--- src/rtl/led_pulse_stretch.sv ---
// LED pulse stretcher: turns single-cycle event strobes into visible blinks of a fixed
// on-time, each followed by a fixed off-gap. Events that arrive during a blink are
// queued in a saturating counter. Events that overflow the counter raise a one-cycle
// dropped pulse.
module led_pulse_stretch #(
  parameter int unsigned N         = 19, // prescaler width; one tick = 2^N clk cycles
  parameter int unsigned ON_TICKS  = 3,  // blink on-time in ticks (>= 1)
  parameter int unsigned OFF_TICKS = 3,  // forced off-gap in ticks (>= 1)
  parameter int unsigned PEND_W    = 2   // pending-event counter width
) (
  input  logic clk_i,
  input  logic rst_ni,
  input  logic evt_i,
  output logic led_o,
  output logic busy_o,
  output logic dropped_o
);

  localparam int unsigned MaxTicks = (ON_TICKS > OFF_TICKS) ? ON_TICKS : OFF_TICKS;
  localparam int unsigned TickW    = (MaxTicks > 1) ? $clog2(MaxTicks) : 1;

  localparam logic [TickW-1:0]  OnLast  = TickW'(ON_TICKS - 1);
  localparam logic [TickW-1:0]  OffLast = TickW'(OFF_TICKS - 1);
  localparam logic [PEND_W-1:0] PendMax = '1;

  typedef enum logic [1:0] {StIdle, StOn, StGap} state_e;

  state_e              state_q, state_d;
  logic [N-1:0]        presc_q, presc_d;
  logic [TickW-1:0]    tcnt_q, tcnt_d;
  logic [PEND_W-1:0]   pend_q, pend_d;
  logic                led_q, led_d;
  logic                busy_q, busy_d;
  logic                dropped_q, dropped_d;

  logic tick;
  logic on_done;
  logic gap_done;
  logic pend_inc;
  logic pend_dec;
  logic state_entry;

  assign tick     = (presc_q == '1);
  assign on_done  = tick && (tcnt_q == OnLast);
  assign gap_done = tick && (tcnt_q == OffLast);

  // Next-state and pending-queue logic.
  always_comb begin
    state_d   = state_q;
    pend_d    = pend_q;
    pend_inc  = 1'b0;
    pend_dec  = 1'b0;
    dropped_d = 1'b0;

    case (state_q)
      StIdle: begin
        // The event that starts a blink is consumed here and never queued.
        if (evt_i) state_d = StOn;
      end
      StOn: begin
        pend_inc = evt_i;
        if (on_done) state_d = StGap;
      end
      StGap: begin
        if (gap_done) begin
          if (pend_q != '0) begin
            state_d  = StOn;
            pend_dec = 1'b1;
            pend_inc = evt_i;
          end else if (evt_i) begin
            // Empty queue: a coincident event directly starts the next blink.
            state_d = StOn;
          end else begin
            state_d = StIdle;
          end
        end else begin
          pend_inc = evt_i;
        end
      end
      default: state_d = StIdle;
    endcase

    // A simultaneous increment and decrement leave the queue unchanged.
    if (pend_inc && !pend_dec) begin
      if (pend_q == PendMax) dropped_d = 1'b1;
      else                   pend_d    = pend_q + 1'b1;
    end else if (pend_dec && !pend_inc) begin
      pend_d = pend_q - 1'b1;
    end
  end

  // Phase timing: prescaler and tick counter restart on every state change.
  always_comb begin
    state_entry = (state_d != state_q);
    presc_d     = state_entry ? '0 : presc_q + 1'b1;
    tcnt_d      = tcnt_q;
    if (state_entry || (state_q == StIdle)) tcnt_d = '0;
    else if (tick)                          tcnt_d = tcnt_q + 1'b1;
    led_d  = (state_d == StOn);
    busy_d = (state_d != StIdle);
  end

  // State, timing and registered outputs.
  always_ff @(posedge clk_i or negedge rst_ni) begin
    if (!rst_ni) begin
      state_q   <= StIdle;
      presc_q   <= '0;
      tcnt_q    <= '0;
      pend_q    <= '0;
      led_q     <= 1'b0;
      busy_q    <= 1'b0;
      dropped_q <= 1'b0;
    end else begin
      state_q   <= state_d;
      presc_q   <= presc_d;
      tcnt_q    <= tcnt_d;
      pend_q    <= pend_d;
      led_q     <= led_d;
      busy_q    <= busy_d;
      dropped_q <= dropped_d;
    end
  end

  assign led_o     = led_q;
  assign busy_o    = busy_q;
  assign dropped_o = dropped_q;

endmodule

--- config.mk ---
export PLATFORM = sky130hd
export DESIGN_NAME = led_pulse_stretch
export DESIGN_NICKNAME = d
export VERILOG_FILES = /design/src/rtl/led_pulse_stretch.sv
export SDC_FILE = /design/constraint.sdc
export NUM_CORES = 1
export LEC_CHECK = 0
export BUFFER_PORTS_ARGS = -buffer_cell sky130_fd_sc_hd__buf_2
export CORE_MARGIN = 8
export CORE_UTILIZATION = 35
export DETAILED_ROUTE_END_ITERATION = 16
export SLEW_MARGIN = 10
export SYNTH_ARGS = -nofsm -noshare
export SYNTH_HDL_FRONTEND = slang
export SYNTH_SLANG_ARGS = --single-unit
--- constraint.sdc ---
create_clock -name clk_i -period 5.15 [get_ports clk_i]
set_clock_uncertainty 0.1 [all_clocks]
set_input_delay 0.7725 -clock clk_i [delete_from_list [all_inputs] [get_ports clk_i]]
set_output_delay 0.7725 -clock clk_i [all_outputs]
set_load 0.02 [all_outputs]
; Yosys cells after proc, flatten, opt, wreduce, memory -nomap -nowiden
; Index checks and enable logic that the tools add are counted.
[totals]
word_cells = 51
output_inout_bits = 3
input_bits = 3
register_bits = 28
[op_classes]
n_reduce_logical = 12
n_eq_ne = 8
mux = 20
add_sub_neg = 4
[ops]
columns = cell, n
row1 = 19-bit by 1-bit adder with 19-bit output (second input constant), 1
row2 = 19-bit equality test (second input constant), 1
row3 = 19-bit 2-to-1 mux, 1
row4 = 2-bit 2-to-1 mux, 8
row5 = 1-bit 2-to-1 mux, 9
row6 = 2-bit nonzero test, 4
row7 = 2-bit equality test (second input constant), 3
row8 = 2-bit one-hot mux with 3 select lines, 1
row9 = 2-bit by 1-bit adder with 2-bit output (second input constant), 2
row10 = 2-bit by 1-bit equality test with 1-bit output (second input constant), 2
row11 = 1-bit logical AND, 3
row12 = 1-bit zero test, 2
row13 = 2-bit zero test, 1
row14 = 2-bit != test, 1
row15 = 2-bit != test (second input constant), 1
row16 = 1-bit one-hot mux with 2 select lines, 1
row17 = 2-bit AND reduction, 1
row18 = 2-bit by 1-bit subtractor with 2-bit output (second input constant), 1
row19 = 1-bit logical OR, 1

; Longest topological paths before layout
; Gate-level depths: netlist (run 1).
[depth]
depth_word = 8
mapped_depth = 9
depth_no_buf = 7

; Least setup slack after synthesis (run 1)
; Ideal clock, no wire load.
[synth_path]
path_kind = flip-flop to flip-flop
from = register state_q[1]
to = register tcnt_q[0]
slack_ps = 3057
t_arrival_ps = 1907
synth_period_minus_slack_ps = 2093
n_path_buf = 2
t_required_ps = 4964
path_stages_with_launch = 10
path_cell_list = dfrtp_1 > clkbuf_1 > inv_1 > ha_1 > nor3b_1 > a221oi_1 > nand4_1 > mux2_4 > buf_6 > nor3_1
[synth_between]
elab_chain_cells = 5
[synth_rtl]
columns = item, line
row1 = "start, declared", 28  ; state_e state_q, state_d;
row2 = "start signal, assigned", 106  ; state_q <= StIdle;
row3 = "start signal, assigned", 114  ; state_q <= state_d;
row4 = "2-bit equality test, or another cell as far along", 55  ; case (state_q)
row5 = 2-bit one-hot mux with 3 select lines, 55
row6 = 2-bit != test, 94  ; state_entry = (state_d != state_q);
row7 = 1-bit logical OR *, 97  ; if (state_entry || (state_q == StIdle)) tcnt_d = '0;
row8 = 2-bit 2-to-1 mux / 2-bit nonzero test (equally long branches), --
row9 = "end signal, assigned", 116  ; tcnt_q <= tcnt_d;
row10 = "end, declared", 30  ; logic [TickW-1:0] tcnt_q, tcnt_d;
; Every way passes the cells marked *; elsewhere a longest branch is shown, timed or not.
; A chain may end at the register's enable or synchronous reset.

; Final worst setup path (run 1)
[layout_path]
from = register presc_q[0]
to = register tcnt_q[1]
[layout_between]
elab_chain_cells = 7
[layout_rtl]
columns = item, line
row1 = "start, declared", 29  ; logic [N-1:0] presc_q, presc_d;
row2 = "start signal, assigned", 115  ; presc_q <= presc_d;
row3 = 19-bit equality test *, 43  ; assign tick = (presc_q == '1);
row4 = 1-bit logical AND, "44, 45"
row5 = 2-bit 2-to-1 mux (on tied branches), "65, 62"
row6 = 2-bit one-hot mux with 3 select lines, 55
row7 = 2-bit != test, 94
row8 = 1-bit logical OR, 97
row9 = 2-bit 2-to-1 mux / 2-bit nonzero test (equally long branches), --
; Marked as above.

==> qor.txt, run 1 <==
RUN STATUS
------------------------------------------------------------------------------------
Status                                                                  complete, no violations

POWER
------------------------------------------------------------------------------------
Leakage power of the design                                                 0.763 nW
Power density normalized to cell area                                     205 mW/mm2
Worst vdd rail ir drop                                                      0.124 mV
Power, Total                                                              0.000345 W

CTS
------------------------------------------------------------------------------------
Level count of the clock H-tree                                                    1
Number of gates resized after CTS                                                  0
Clock tree from TritonCTS                                                        yes
Clock buffer depth                                                                 2
Number of CTS-inserted buffers                                                     3
Clock insertion delay at the later pin of the skew report                    0.27 ns
Clock sink total                                                                  28
Clock root buffer master                                                sky130_fd_sc_hd__clkbuf_8
Clk slew on worst S/H paths                                                  0.09 ns
Number of buffers inserted for hold repair after clock tree synthesis              0
Post-CTS setup buffer count                                                        0

GLOBAL ROUTE
------------------------------------------------------------------------------------
First-pass GRT wire length                                                   4960 um
Residual overflow from global routing                                              0
Overall Global Routing Usage                                                   8.22%
Pin count of the biggest net entering global routing                              29
Vias in the first global route                                                  1109
Number of antenna violations at the first check in global routing                  0

LOGIC SYNTHESIS
------------------------------------------------------------------------------------
Number of distinct library cells after synthesis                                  39
Top cell types by occurrence after synthesis                            31 x sky130_fd_sc_hd__nor2_1, 28 x sky130_fd_sc_hd__dfrtp_1, 9 x sky130_fd_sc_hd__nand2_1, 9 x sky130_fd_sc_hd__xnor2_1, 9 x sky130_fd_sc_hd__xor2_1
Synthesized Nets                                                                 176
Most common cell in the synthesized netlist                             sky130_fd_sc_hd__nor2_1
Share of the synthesized area in the top cell type                             44.3%
Post-synth EDFFs                                                                   0
Library cell occupying the most area in the post-synthesis netlist      sky130_fd_sc_hd__dfrtp_1
Synthesized area per cell                                                   9.48 um2
Post-synthesis instance total                                                    167
Most used flip-flop cell after synthesis                                sky130_fd_sc_hd__dfrtp_1
Post-Syn Area                                                            0.00158 mm2
Flip-flop and latch count after synthesis                                         28
Sequential share of the synthesized area                                       44.3%
Synth area leaders                                                      sky130_fd_sc_hd__dfrtp_1 44%, sky130_fd_sc_hd__nor2_1 7.4%, sky130_fd_sc_hd__xnor2_1 5.0%
Number of warnings printed during yosys synthesis                                  0
Post-synth ARST share                                                           100%

PLACEMENT
------------------------------------------------------------------------------------
Worst setup slack before clock tree synthesis                                2.88 ns
Half-perimeter wire length after placement                                   1980 um
Total instance count after detailed placement                                    220
Placer's final routability congestion estimate                                 0.819
Port Buffer Count                                                                  5

ROUTING
------------------------------------------------------------------------------------
Vias per Instance                                                               5.07
Iter 0 DRT Violations                                                             65
Vias post-DR                                                                    1131
Number of iterations in the first detailed-routing pass                            4
Post-route ant nets                                                                0
Wire per inst                                                                12.4 um
Total wire length                                                            2760 um
Count of unresolved DRC violations after routing                                   0

TIMING
------------------------------------------------------------------------------------
Final setup violation count                                                        0
Actual slew at the worst max-slew pin                                       0.598 ns
Shortest clock period the worst path allows after layout                     2.23 ns
Slew Limit Headroom                                                            60.1%
Sum of negative setup slack                                                     0 ns
Max-slew violation count                                                           0
Final critical-path share of the clock period                                  43.3%
RSZ-0062 raised after global routing                                           false
Smallest setup slack after layout                                            2.92 ns
Fmax                                                                       0.449 GHz
Hold Violations, Final                                                             0

FINISH
------------------------------------------------------------------------------------
Non-Filler Instances                                                             223
Antenna cell count                                                                 0
Share of the core filled with cells in the final layout                        38.7%
Fraction of final layout cells with drive strength greater than 1              9.94%
Area Growth Syn to Fin                                                         6.40%
Nets@finish                                                                      182

FLOORPLAN
------------------------------------------------------------------------------------
Total number of placement rows                                                    24
Starting density of the core                                                   36.4%
Area enclosed by the die boundary                                        0.00693 mm2
Io pins                                                                            6
Horizontal die dimension                                                     83.2 um
Chip Height                                                                  83.2 um
Core Region                                                              0.00435 mm2

JOB
------------------------------------------------------------------------------------
Max-cap violations                                                                 0

SETUP PATH
------------------------------------------------------------------------------------
Type of the worst setup path                                              reg -> reg
CP Data Required Time                                                        5.24 ns
Critical path endpoint category                                             register
Critical-path maximum fanout                                                      21
Startpoint class of the critical path                                       register
CP Data Arrival Time                                                         2.32 ns

HOLD PATH
------------------------------------------------------------------------------------
Classification of the worst-slack hold path                               reg -> reg

## cells in the final DEF, fill, tap and decap left out, types with 2 or more instances in the layout
cell type / count
sky130_fd_sc_hd__inv_1: 8
sky130_fd_sc_hd__nand3_1: 8
sky130_fd_sc_hd__and4_1: 2
sky130_fd_sc_hd__and3_1: 3
sky130_fd_sc_hd__nor3_1: 7
sky130_fd_sc_hd__a311oi_1: 2
sky130_fd_sc_hd__nand2_1: 9
sky130_fd_sc_hd__o21ai_0: 5
sky130_fd_sc_hd__ha_1: 6
sky130_fd_sc_hd__nand4_1: 3
sky130_fd_sc_hd__or3_1: 2
sky130_fd_sc_hd__nand4_2: 2
sky130_fd_sc_hd__buf_2: 5
sky130_fd_sc_hd__nor2b_1: 3
sky130_fd_sc_hd__xnor2_1: 9
sky130_fd_sc_hd__nor3b_1: 2
sky130_fd_sc_hd__xor2_1: 9
sky130_fd_sc_hd__clkbuf_8: 3
sky130_fd_sc_hd__a21oi_1: 5
sky130_fd_sc_hd__dfrtp_1: 28
sky130_fd_sc_hd__nor2_1: 31
sky130_fd_sc_hd__a31oi_1: 2
## cell families after synthesis
family / after synthesis / synth area share (%)
AO/OA/AOI/OAI: 21 / 8.85
XOR/XNOR: 18 / 9.96
adder cells (fa/ha/maj): 6 / 4.74
buffers and inverters: 12 / 3.79
flip-flops: 28 / 44.3
multiplexers: 2 / 1.58
AND/OR/NAND/NOR: 80 / 26.8
## flip-flops by register name (all words and copies together) (netlist names)
| name | count |
|---|---|
| pend_q | 2 |
| dropped_o | 1 |
| state_q | 2 |
| presc_q | 19 |
| busy_o | 1 |
| led_o | 1 |
| tcnt_q | 2 |
## worst paths after layout
kind	slack [ns]	endpoint	cells past startpoint	startpoint
worst max register to register	2.92	tcnt_q[1]	6	presc_q[0]
min in group asynchronous	0.40	presc_q[8]	1	rst_ni
worst min-delay path	0.39	presc_q[0]	1	presc_q[0]
max in group asynchronous	4.16	pend_q[1]	1	rst_ni
worst max-delay path	2.92	tcnt_q[1]	6	presc_q[0]
worst min register to register	0.39	presc_q[0]	1	presc_q[0]
## per-stage QoR
stage	hold slack (ns)	area, um2
finish	0.386	1680
global placement	0.369	1640
detailed placement	0.372	1640
floorplan	0.343	1580
global route	0.420	1680
CTS	0.385	1680
## report_power, final
part	internal, W	total [W]	switching, W
combinational	0.00000182	0.00000849	0.00000667
clock	0.0000525	0.000117	0.0000644
sequential	0.000220	0.000220	0.0000000933
total	0.000274	0.000345	0.0000711
## final cells by class
type / count / area (um2)
Inverter: 8 / 30.0
Sequential cell: 28 / 701
Clock buffer: 3 / 41.3
Multi-Input combinational cell: 127 / 822
Timing Repair Buffer: 5 / 25.0
Fill cell: 429 / 2670
Tap cell: 52 / 65.1
## worst max-delay path, stage by stage (launching register included)
cell and delay (ns):
sky130_fd_sc_hd__dfrtp_1 0.39, sky130_fd_sc_hd__ha_1 0.21, sky130_fd_sc_hd__nand3_1 0.14, sky130_fd_sc_hd__or3_4 0.46, sky130_fd_sc_hd__nor3_4 0.19, sky130_fd_sc_hd__mux2_4 0.43
sky130_fd_sc_hd__nor3_1 0.21
## routing by layer
layer | global-route usage [%] | vias to the layer above | wire (um)
li1 | - | 584 | -
met1 | 10.9 | 523 | 1410
met2 | 12.7 | 19 | 1220
met3 | 1.17 | 5 | 75
met4 | 3.83 | 0 | 55
met5 | 0 | - | 0
Note: power is estimated with default switching activity, not from simulation.
==> run 2: changes to the inputs <==
==> constraint.sdc (replaced) <==
create_clock -name clk_i -period 2.1 [get_ports clk_i]
set_clock_uncertainty 0.1 [all_clocks]
set_input_delay 0.315 -clock clk_i [delete_from_list [all_inputs] [get_ports clk_i]]
set_output_delay 0.315 -clock clk_i [all_outputs]
set_load 0.02 [all_outputs]
==> run 2 against run 1 <==
The run now ends with negative setup slack left. Sequential power rose by 150%. Via count rose by 8.3%. Utilization rose by 5.1 points. Final area rose by 13%. Combinational power rose to 2.6 times the previous value. Global-route usage rose by 0.44 points. Die area did not move. Cell count rose by 8.5%. Critical path type unchanged.
==> qor.txt, run 2 (same netlist as run 1, synthesis figures left out) <==
RUN STATUS
--------------------------------------------------------------------------------
Status                                                              complete, but fails checks
Violated checks                                                     negative setup slack

CTS
--------------------------------------------------------------------------------
Clock insertion delay at the later pin of the skew report                0.27 ns
Number of CTS-inserted buffers                                                 3
Clock root buffer master                                            sky130_fd_sc_hd__clkbuf_8
Clk slew on worst S/H paths                                              0.09 ns
Clock buffer depth                                                             2
Level count of the clock H-tree                                                1
Clock sink total                                                              28
Clock tree from TritonCTS                                                    yes

SETUP PATH
--------------------------------------------------------------------------------
Internal reg-to-reg setup slack                                         -0.03 ns
Critical path endpoint category                                         register
Type of the worst setup path                                          reg -> reg
Depth of the most critical reg-to-reg path                                     6
Critical-path maximum fanout                                                   6
CP Data Arrival Time                                                     2.23 ns
FF-to-FF End                                                           tcnt_q[0]
Startpoint class of the critical path                                   register
Worst reg2reg startpoint                                              presc_q[0]
CP Data Required Time                                                    2.20 ns

FLOORPLAN
--------------------------------------------------------------------------------
Chip Height                                                              83.2 um
Area enclosed by the die boundary                                    0.00693 mm2
Horizontal die dimension                                                 83.2 um
Total number of placement rows                                                24
Starting density of the core                                               36.4%
Io pins                                                                        6
Core Region                                                          0.00435 mm2

TIMING
--------------------------------------------------------------------------------
Actual slew at the worst max-slew pin                                   0.588 ns
Max-slew violation count                                                       0
Smallest setup slack after layout                                     -0.0308 ns
Hold Violations, Final                                                         0
Final setup violation count                                                    2
Fmax                                                                   0.469 GHz
Tightest hold margin                                                    0.371 ns
RSZ-0062 raised after global routing                                        true
Slew Limit Headroom                                                        60.8%
Shortest clock period the worst path allows after layout                 2.13 ns
Final critical-path share of the clock period                               101%

ROUTING
--------------------------------------------------------------------------------
Number of iterations in the first detailed-routing pass                        4
Count of unresolved DRC violations after routing                               0
Total wire length                                                        3060 um
Vias per Instance                                                           5.06
Post-route ant nets                                                            0
Wire per inst                                                            12.6 um
Vias post-DR                                                                1225
Iter 0 DRT Violations                                                         38

FINISH
--------------------------------------------------------------------------------
Area taken by multi-input logic gates                                    892 um2
Total of fill cells in the finished design                                   413
Flip-flop count of the largest register after layout                          19
Fraction of final layout cells with drive strength greater than 1          22.6%
Top register by number of flip-flops                                     presc_q
Area Growth Syn to Fin                                                     20.5%
Sequential cell area                                                     701 um2
Most common cell after layout, fill and taps aside                  sky130_fd_sc_hd__dfrtp_1
Post-route cell area                                                 0.00191 mm2
Nets@finish                                                                  200
Leading cell types in the layout, fill and taps excluded            28 x sky130_fd_sc_hd__dfrtp_1, 26 x sky130_fd_sc_hd__nor2_1, 15 x sky130_fd_sc_hd__buf_4
Antenna cell count                                                             0

GLOBAL ROUTE
--------------------------------------------------------------------------------
Vias in the first global route                                              1104
Pin count of the biggest net entering global routing                          29
Number of antenna violations at the first check in global routing              0
Overall Global Routing Usage                                               8.66%
Residual overflow from global routing                                          0
First-pass GRT wire length                                               5140 um

PLACEMENT
--------------------------------------------------------------------------------
Half-perimeter wire length after placement                               2140 um
Port Buffer Count                                                              5
Area after DPL                                                       0.00173 mm2
Placer's final routability congestion estimate                             0.722

HOLD PATH
--------------------------------------------------------------------------------
Worst min-delay path startpoint                                            evt_i
Cell count of the worst hold path                                              5
Endpoint with the worst hold slack                                     pend_q[0]
Classification of the worst-slack hold path                            in -> reg

POWER
--------------------------------------------------------------------------------
Power density normalized to cell area                                 511 mW/mm2
Worst vdd rail ir drop                                                  0.410 mV
Leakage power of the design                                             0.867 nW

JOB
--------------------------------------------------------------------------------
Max-cap violations                                                             0

## run 2: worst max-delay path, cell delays in order (launching register included)
cell and delay, ns:
sky130_fd_sc_hd__dfrtp_1 0.40, sky130_fd_sc_hd__ha_2 0.20, sky130_fd_sc_hd__nand3_2 0.08, sky130_fd_sc_hd__or3_4 0.41, sky130_fd_sc_hd__nor3_4 0.30, sky130_fd_sc_hd__mux2_4 0.39
sky130_fd_sc_hd__nor3_1 0.17
## run 2: report_power, final
part	switching [W]	leakage [nW]	internal [W]	total [W]
sequential	0.000000153	0.354	0.000540	0.000540
clock	0.000157	0.0357	0.000255	0.000412
combinational	0.0000167	0.478	0.00000568	0.0000224
total	0.000174	0.867	0.000800	0.000974
## run 2: layout make-up
class / count / share of cell area (%)
inverter: 8 / 1.57
timing repair buffer: 21 / 7.74
clock buffer: 3 / 2.17
clock inverter: 1 / 1.57
multi-input combinational: 129 / 46.8
sequential: 28 / 36.7
tap: 52 / 3.41
## run 2: stage by stage
stage	total power, W	instances	setup TNS, ns	worst slack (ns)	utilization (%)
floorplan	0.000557	167	0	0.00747	-
global placement	0.000573	232	0	0.0823	39.8
detailed placement	0.000573	232	0	0.0280	39.8
CTS	0.000990	237	0	0.00782	41.7
global route	0.00101	242	-1.33	-0.121	43.8
finish	0.000974	242	-0.0393	-0.0308	43.8
## run 2: worst max path at each step
stage | slack (ns) | end | start
6_report | -0.03 | tcnt_q[0] | presc_q[0]
4_1_cts | 0.008 | tcnt_q[1] | presc_q[0]
3_3_place_gp | 0.08 | tcnt_q[1] | state_q[0]
5_1_grt | -0.12 | tcnt_q[1] | presc_q[0]
2_1_floorplan | 0.007 | tcnt_q[0] | state_q[1]
3_5_place_dp | 0.03 | tcnt_q[1] | presc_q[0]
## run 2: metal layers
metal | track usage, % | part of all wire (%) | vias to the layer above
li1 | - | - | 624
met1 | 11.1 | 50 | 579
met2 | 13.5 | 46 | 17
met3 | 2.15 | 2.6 | 5
met4 | 3.35 | 1.4 | 0
met5 | 0 | 0 | -
## run 2: repair_timing
item	CTS	global route
buffers inserted	0	3
setup endpoints to repair	0	21
hold buffers	1	0
endpoints found under the hold margin	28	0
gates resized for setup	0	14
